`config.mk`:
```
export PLATFORM = sky130hd
export DESIGN_NAME = fetch_sequencer_flat
export DESIGN_NICKNAME = d
export VERILOG_FILES = /design/src/rtl/fetch_sequencer_pkg.sv /design/src/rtl/fetch_sequencer_if.sv /design/src/rtl/fetch_sequencer_pc_redirect_arb.sv /design/src/rtl/fetch_sequencer.sv /design/src/flat_wrapper.sv
export SDC_FILE = /design/constraint.sdc
export NUM_CORES = 1
export LEC_CHECK = 0
export ABC_AREA = 1
export BUFFER_PORTS_ARGS = -buffer_cell sky130_fd_sc_hd__clkbuf_2
export CAP_MARGIN = 20
export CORE_MARGIN = 2
export CORE_UTILIZATION = 35
export CTS_CLUSTER_DIAMETER = 120
export DETAILED_ROUTE_END_ITERATION = 8
export MAX_ROUTING_LAYER = met4
export PLACE_DENSITY = 0.71
export REMOVE_ABC_BUFFERS = 1
export SYNTH_ARGS = -nofsm -noshare
export SYNTH_HDL_FRONTEND = slang
export SYNTH_SLANG_ARGS = --single-unit
```
`constraint.sdc`:
```
create_clock -name clk -period 3.3 [get_ports clk]
set_input_delay 0.99 -clock clk [delete_from_list [all_inputs] [get_ports clk]]
set_output_delay 0.99 -clock clk [all_outputs]
set_load 0.02 [all_outputs]
```
`src/rtl/fetch_sequencer_pkg.sv`:
```
// Shared definitions for the IF-stage fetch sequencer.
//   fetch_state_t      : sequencer FSM states
//   DEFAULT_RESET_VEC  : PC loaded on reset
//   DEFAULT_TRAP_VEC   : PC loaded on a trap
//   DEFAULT_NOP_INSTR  : instruction shown when nothing is valid (addi x0,x0,0)
//   word_align()       : clears the two low address bits of a redirect target
package fetch_sequencer_pkg;

    typedef enum logic [2:0] {
        ST_BOOT    = 3'd0,
        ST_ISSUE   = 3'd1,
        ST_WAIT    = 3'd2,
        ST_PRESENT = 3'd3,
        ST_HOLD    = 3'd4
    } fetch_state_t;

    localparam logic [31:0] DEFAULT_RESET_VEC = 32'h0000_0000;
    localparam logic [31:0] DEFAULT_TRAP_VEC  = 32'h0000_0100;
    localparam logic [31:0] DEFAULT_NOP_INSTR = 32'h0000_0013;
    localparam logic [31:0] PC_STEP           = 32'd4;

    function automatic logic [31:0] word_align(input logic [31:0] addr);
        return addr & ~32'h0000_0003;
    endfunction

endpackage

```
`src/rtl/fetch_sequencer_if.sv`:
```
// Instruction-memory fetch port: single outstanding request, req/gnt handshake
// for the address phase and rvalid for the response phase.
//   req    : fetch request (master -> slave)
//   addr   : fetch address (master -> slave)
//   gnt    : request accepted this cycle (slave -> master)
//   rvalid : response data valid (slave -> master)
//   rdata  : response instruction (slave -> master)
interface fetch_sequencer_if;

    logic        req;
    logic [31:0] addr;
    logic        gnt;
    logic        rvalid;
    logic [31:0] rdata;

    modport master (
        output req,
        output addr,
        input  gnt,
        input  rvalid,
        input  rdata
    );

    modport slave (
        input  req,
        input  addr,
        output gnt,
        output rvalid,
        output rdata
    );

endinterface

```
`src/rtl/fetch_sequencer_pc_redirect_arb.sv`:
```
// Combinational next-PC redirect arbiter.
// Priority: trap > EX redirect > ID jump (the ID jump only counts when the
// pipeline is not stalled). The selected target is word aligned.
//   stall_i        : hazard unit stall, masks the ID jump
//   trap_i         : trap request, target TRAP_VEC
//   ex_redirect_i  : EX branch redirect, target ex_target_i
//   id_jump_i      : ID jump, target id_target_i
//   redirect_o     : a redirect is taken this cycle
//   target_o       : aligned redirect target (0 when no redirect)
module fetch_sequencer_pc_redirect_arb
    import fetch_sequencer_pkg::*;
#(
    parameter logic [31:0] TRAP_VEC = DEFAULT_TRAP_VEC
) (
    input  logic        stall_i,
    input  logic        trap_i,
    input  logic        ex_redirect_i,
    input  logic [31:0] ex_target_i,
    input  logic        id_jump_i,
    input  logic [31:0] id_target_i,
    output logic        redirect_o,
    output logic [31:0] target_o
);

    // Fixed-priority select; an ID jump during a stall belongs to an
    // instruction that has not really left ID yet, so it is dropped.
    always_comb begin
        redirect_o = 1'b0;
        target_o   = '0;
        if (trap_i) begin
            redirect_o = 1'b1;
            target_o   = word_align(TRAP_VEC);
        end else if (ex_redirect_i) begin
            redirect_o = 1'b1;
            target_o   = word_align(ex_target_i);
        end else if (id_jump_i && !stall_i) begin
            redirect_o = 1'b1;
            target_o   = word_align(id_target_i);
        end
    end

endmodule

```
`src/rtl/fetch_sequencer.sv`:
```
// IF-stage fetch sequencer: owns the PC, issues one fetch at a time on the
// imem port, squashes fetches overtaken by a redirect, and presents one
// fetched instruction at a time to the IF/ID register.
//   clk, rst_n     : clock, asynchronous active-low reset
//   stall_i        : IF/ID must hold its contents
//   trap_i         : redirect to TRAP_VEC (highest priority)
//   ex_redirect_i  : EX redirect to ex_target_i
//   id_jump_i      : ID jump to id_target_i (ignored while stalled)
//   imem           : fetch port (master side)
//   pc_o           : PC of the next fetch to issue
//   if_valid_o     : if_pc_o / if_instr_o valid
//   if_pc_o        : PC of the presented instruction
//   if_instr_o     : presented instruction, NOP_INSTR when nothing valid
module fetch_sequencer
    import fetch_sequencer_pkg::*;
#(
    parameter logic [31:0] RESET_VEC = DEFAULT_RESET_VEC,
    parameter logic [31:0] TRAP_VEC  = DEFAULT_TRAP_VEC,
    parameter logic [31:0] NOP_INSTR = DEFAULT_NOP_INSTR
) (
    input  logic                     clk,
    input  logic                     rst_n,
    input  logic                     stall_i,
    input  logic                     trap_i,
    input  logic                     ex_redirect_i,
    input  logic [31:0]              ex_target_i,
    input  logic                     id_jump_i,
    input  logic [31:0]              id_target_i,
    fetch_sequencer_if.master        imem,
    output logic [31:0]              pc_o,
    output logic                     if_valid_o,
    output logic [31:0]              if_pc_o,
    output logic [31:0]              if_instr_o
);

    fetch_state_t state_q, state_d;
    logic [31:0]  pc_q, pc_d;
    logic [31:0]  fetch_pc_q, fetch_pc_d;
    logic         kill_q, kill_d;
    logic         valid_q, valid_d;
    logic [31:0]  if_pc_q, if_pc_d;
    logic [31:0]  if_instr_q, if_instr_d;
    logic         redirect;
    logic [31:0]  target;
    logic         req;

    fetch_sequencer_pc_redirect_arb #(
        .TRAP_VEC (TRAP_VEC)
    ) u_arb (
        .stall_i       (stall_i),
        .trap_i        (trap_i),
        .ex_redirect_i (ex_redirect_i),
        .ex_target_i   (ex_target_i),
        .id_jump_i     (id_jump_i),
        .id_target_i   (id_target_i),
        .redirect_o    (redirect),
        .target_o      (target)
    );

    // State and datapath registers; everything clears as soon as rst_n drops
    // so a fetch in flight at reset is simply forgotten.
    always_ff @(posedge clk or negedge rst_n) begin
        if (!rst_n) begin
            state_q    <= ST_BOOT;
            pc_q       <= RESET_VEC;
            fetch_pc_q <= '0;
            kill_q     <= 1'b0;
            valid_q    <= 1'b0;
            if_pc_q    <= '0;
            if_instr_q <= NOP_INSTR;
        end else begin
            state_q    <= state_d;
            pc_q       <= pc_d;
            fetch_pc_q <= fetch_pc_d;
            kill_q     <= kill_d;
            valid_q    <= valid_d;
            if_pc_q    <= if_pc_d;
            if_instr_q <= if_instr_d;
        end
    end

    // Next-state logic. A redirect always reloads the PC whatever the state;
    // what differs is how the fetch in flight or the buffered instruction is
    // dropped. kill marks a granted fetch whose response must be discarded.
    always_comb begin
        state_d    = state_q;
        pc_d       = pc_q;
        fetch_pc_d = fetch_pc_q;
        kill_d     = kill_q;
        valid_d    = valid_q;
        if_pc_d    = if_pc_q;
        if_instr_d = if_instr_q;
        req        = 1'b0;

        case (state_q)
            ST_BOOT: begin
                if (redirect) begin
                    pc_d = target;
                end
                state_d = ST_ISSUE;
            end

            ST_ISSUE: begin
                req = 1'b1;
                if (imem.gnt) begin
                    fetch_pc_d = pc_q;
                    state_d    = ST_WAIT;
                    if (redirect) begin
                        pc_d   = target;
                        kill_d = 1'b1;
                    end else begin
                        pc_d = pc_q + PC_STEP;
                    end
                end else if (redirect) begin
                    pc_d = target;
                end
            end

            ST_WAIT: begin
                if (imem.rvalid) begin
                    kill_d = 1'b0;
                    if (redirect) begin
                        pc_d    = target;
                        state_d = ST_ISSUE;
                    end else if (kill_q) begin
                        state_d = ST_ISSUE;
                    end else begin
                        valid_d    = 1'b1;
                        if_pc_d    = fetch_pc_q;
                        if_instr_d = imem.rdata;
                        state_d    = stall_i ? ST_HOLD : ST_PRESENT;
                    end
                end else if (redirect) begin
                    pc_d   = target;
                    kill_d = 1'b1;
                end
            end

            ST_PRESENT: begin
                if (redirect) begin
                    valid_d = 1'b0;
                    pc_d    = target;
                    state_d = ST_ISSUE;
                end else if (stall_i) begin
                    state_d = ST_HOLD;
                end else begin
                    valid_d = 1'b0;
                    state_d = ST_ISSUE;
                end
            end

            ST_HOLD: begin
                if (redirect) begin
                    valid_d = 1'b0;
                    pc_d    = target;
                    state_d = ST_ISSUE;
                end else if (!stall_i) begin
                    valid_d = 1'b0;
                    state_d = ST_ISSUE;
                end
            end

            default: begin
                state_d = ST_BOOT;
            end
        endcase
    end

    // Only one fetch may be outstanding, so the memory must not grant
    // anywhere except while a request is being offered.
    assert property (@(posedge clk) disable iff (!rst_n)
        imem.gnt |-> (state_q == ST_ISSUE));

    assign imem.req   = req;
    assign imem.addr  = pc_q;
    assign pc_o       = pc_q;
    assign if_valid_o = valid_q;
    assign if_pc_o    = if_pc_q;
    assign if_instr_o = valid_q ? if_instr_q : NOP_INSTR;

endmodule
```
`src/flat_wrapper.sv`:
```
// flat-port wrapper written by rule: the top's interface ports become plain ports
module fetch_sequencer_flat import fetch_sequencer_pkg::*;
#(
    parameter logic [31:0] RESET_VEC = DEFAULT_RESET_VEC,
    parameter logic [31:0] TRAP_VEC  = DEFAULT_TRAP_VEC,
    parameter logic [31:0] NOP_INSTR = DEFAULT_NOP_INSTR
)
  (clk, rst_n, stall_i, trap_i, ex_redirect_i, ex_target_i, id_jump_i, id_target_i, pc_o, if_valid_o, if_pc_o, if_instr_o, imem_req, imem_addr, imem_gnt, imem_rvalid, imem_rdata);
  fetch_sequencer_if imem_i ();
  input  logic clk;
  input  logic rst_n;
  input  logic stall_i;
  input  logic trap_i;
  input  logic ex_redirect_i;
  input  logic [31:0] ex_target_i;
  input  logic id_jump_i;
  input  logic [31:0] id_target_i;
  output logic [31:0] pc_o;
  output logic if_valid_o;
  output logic [31:0] if_pc_o;
  output logic [31:0] if_instr_o;
  output wire logic [$bits(imem_i.req)-1:0] imem_req;
  output wire logic [$bits(imem_i.addr)-1:0] imem_addr;
  input wire logic [$bits(imem_i.gnt)-1:0] imem_gnt;
  input wire logic [$bits(imem_i.rvalid)-1:0] imem_rvalid;
  input wire logic [$bits(imem_i.rdata)-1:0] imem_rdata;
  assign imem_req = imem_i.req;
  assign imem_addr = imem_i.addr;
  assign imem_i.gnt = imem_gnt;
  assign imem_i.rvalid = imem_rvalid;
  assign imem_i.rdata = imem_rdata;
  fetch_sequencer #(.RESET_VEC(RESET_VEC), .TRAP_VEC(TRAP_VEC), .NOP_INSTR(NOP_INSTR)) u_core (.clk(clk), .rst_n(rst_n), .stall_i(stall_i), .trap_i(trap_i), .ex_redirect_i(ex_redirect_i), .ex_target_i(ex_target_i), .id_jump_i(id_jump_i), .id_target_i(id_target_i), .imem(imem_i), .pc_o(pc_o), .if_valid_o(if_valid_o), .if_pc_o(if_pc_o), .if_instr_o(if_instr_o));
endmodule
```
==> out/metrics.csv <==
metric;value;unit
outcome;finished, final reports clean;
slowest cell delay on critical path;360;ps
htree depth;4;
initial antenna violation count;3;
Setup crit end kind;output port;
num ports;234;
final instance area;8750;µm²
PD cells;646;nW/µm²
CTS tree;yes;
Worst Path Required;2310;ps
initial drt markers;434;
mean routed wirelength per cell;15.0;µm
footprint of the multi-input gates;2900;µm²
worst flop-to-flop path startpoint;u_core.state_q[0]$_DFFE_PN0P_;
Post-CTS Resized;0;
crit path cell chain;buf_4 -> nand2_1 -> inv_1 -> clkbuf_2;
slew at the pin closest to its max-slew limit;811;ps
sequential fraction of the synthesis area;47.4;%
Overall Power;5660;µW
Die Area;21200;µm²
Site Rows;51;
total track usage;20.4;%
Layout area overhead;24.5;%
worst path bufs/invs;3;
maximum clock path buffer count;2;
unrepaired setup endpoints after global routing;false;
post-synth cell types;41;
vias per cell;4.75;
ys flop type;dfrtp_1;
mean post-synth cell area;7.71;µm²
Seq cells post-synth;133;
insertion delay to the later sink of the worst-skew pair;420;ps
fmax;0.405;GHz
post-route antenna net violation count;0;
Die H;146;µm
slowest CP cell;dfrtp_1;
sequential cell area;3330;µm²
Mapped Cells;912;
CP Data Arrival Time;1480;ps
cell area after placement;8220;µm²
routed wire length;20800;µm
fill count;1971;
placed cells;1352;
hold_buf cts;0;
first-pass GRT wire length;32700;µm
top-count cell post-synth;nand2_1;
Core Region;19600;µm²
Die W;146;µm
number of synthesized flops with an enable pin;0;
DRC viols;0;
Clock Skew;9.65;ps
max-slew violations;0;
final setup violating endpoints;0;
Post-synth top cells;nand2_1, dfrtp_1, inv_1;
fraction of layout cells with a size suffix above 1;29.2;%
Clock Sinks;133;
Clock Root Buffer;clkbuf_16;
CP delay by family, top;buffers and inverters;
peak supply drop;0.353;mV
Final period util;74.8;%
Num CTS Buffers;17;
Max-Cap Viols;0;
Yosys warning count;0;
post-CTS setup buffers;0;
routability cong.;0.872;
largest net degree at the start of global routing;65;
Hold Path Class;register to register;
setup_tns;0;ps
final hold violations;0;
Startpoint Class;register;
GR Overflow Total;0;
Vias;6575;
CTS clock-pin slew for the worst setup and hold paths;50;ps
Synth top area share;46.3;%
slew margin rel.;45.6;%
ys async rst share;100;%
drt first pass iters;5;
Finished Layout Cells;1383;
crit path time final;2470;ps
leading area contributor after synthesis;dfrtp_1;
largest fanout on the critical path;33;
hold path start;u_core.fetch_pc_q[14]$_DFFE_PN0P_;
leading post-synthesis cells by cell area;dfrtp_1, nand2_1, inv_1;
# nets final;1211;
vias in the first global route;5899;
Pleak;0.00491;µW
I/O Buffers;229;
Starting Density;35.9;%
crit path kind;register to output port;
Crit. Startpoint;u_core.if_valid_o$_DFFE_PN0P_;
mapped cell area;7030;µm²
hpwl dp;15100;µm
-- kinds of logic after synthesis --
family | synth area share [%]
flip-flops | 47.4
AO/OA/AOI/OAI | 11.4
buffers and inverters | 11.3
AND/OR/NAND/NOR | 29.7
adder cells (fa/ha/maj) | 0.178
-- final cells by class --
| class | instances | share of cell area, % |
|---|---|---|
| Antenna cell | 3 | 0.0858 |
| Clock buffer | 21 | 5.03 |
| Clock inverter | 7 | 0.972 |
| Inverter | 97 | 4.16 |
| Multi-Input combinational cell | 613 | 33.2 |
| Sequential cell | 133 | 38.1 |
| Tap cell | 265 | 3.79 |
| Timing Repair Buffer | 244 | 14.7 |
-- per-stage QoR --
stage	setup WS (ps)	hold slack, ps	utilization (%)
floorplan	374	442	-
global route	733	492	44.7
CTS	820	470	44.7
detailed placement	603	457	42.0
finish	832	468	44.7
global placement	638	452	42.0
-- tightest hold or removal path, delay by kind of cell, from the launching register on --
family | cells | cell delay [ps]
DFF | 1 | 340
and+or+nand+nor | 2 | 100
-- placed cells by master (no fill, tap or decap), types with 12 or more instances in the layout --
cell	instances
a21oi_1	21
a22oi_1	15
buf_4	13
clkbuf_16	17
clkbuf_2	228
dfrtp_1	130
inv_1	86
nand2_1	337
nand3_1	39
nor2_1	55
nor2_2	12
o21ai_0	50
o21ai_1	12
-- path summary, 6_finish.rpt --
path                                                      to  slack (ps)  cells after the start
setup / recovery                              if_instr_o[21]         830                      4
hold / removal                u_core.if_pc_o[14]$_DFFE_PN0P_         470                      2
setup reg to reg            u_core.imem.addr[21]$_DFFE_PN0P_        1020                      6
hold reg to reg               u_core.if_pc_o[14]$_DFFE_PN0P_         470                      2
max in group asynchronous   u_core.if_instr_q[0]$_DFFE_PN1P_        1930                      2
min in group asynchronous  u_core.if_instr_q[23]$_DFFE_PN0P_         550                      1
-- sequential cells by signal, summed over array words and instances, names as in the netlist --
signal	flops
u_core.fetch_pc_q	32
u_core.if_instr_q	32
u_core.if_pc_o	32
u_core.if_valid_o	1
u_core.imem.addr	32
u_core.kill_q	1
u_core.state_q	3
-- layer usage --
layer  share of wire [%]  wire length, µm  track usage [%]  vias to the layer above
li1                    -                -                -                     3254
met1                  47             9730             27.6                     3029
met2                  45             9450             31.1                      274
met3                 6.7             1390             4.73                       18
met4                0.97              202             5.10                        0
met5                   0                0                -                        -
-- power by group --
part	internal, µW	switching [µW]
logic	499	971
registers	2120	314
clock network	1080	669
total	3700	1950
(Power assumes the default switching activity.)
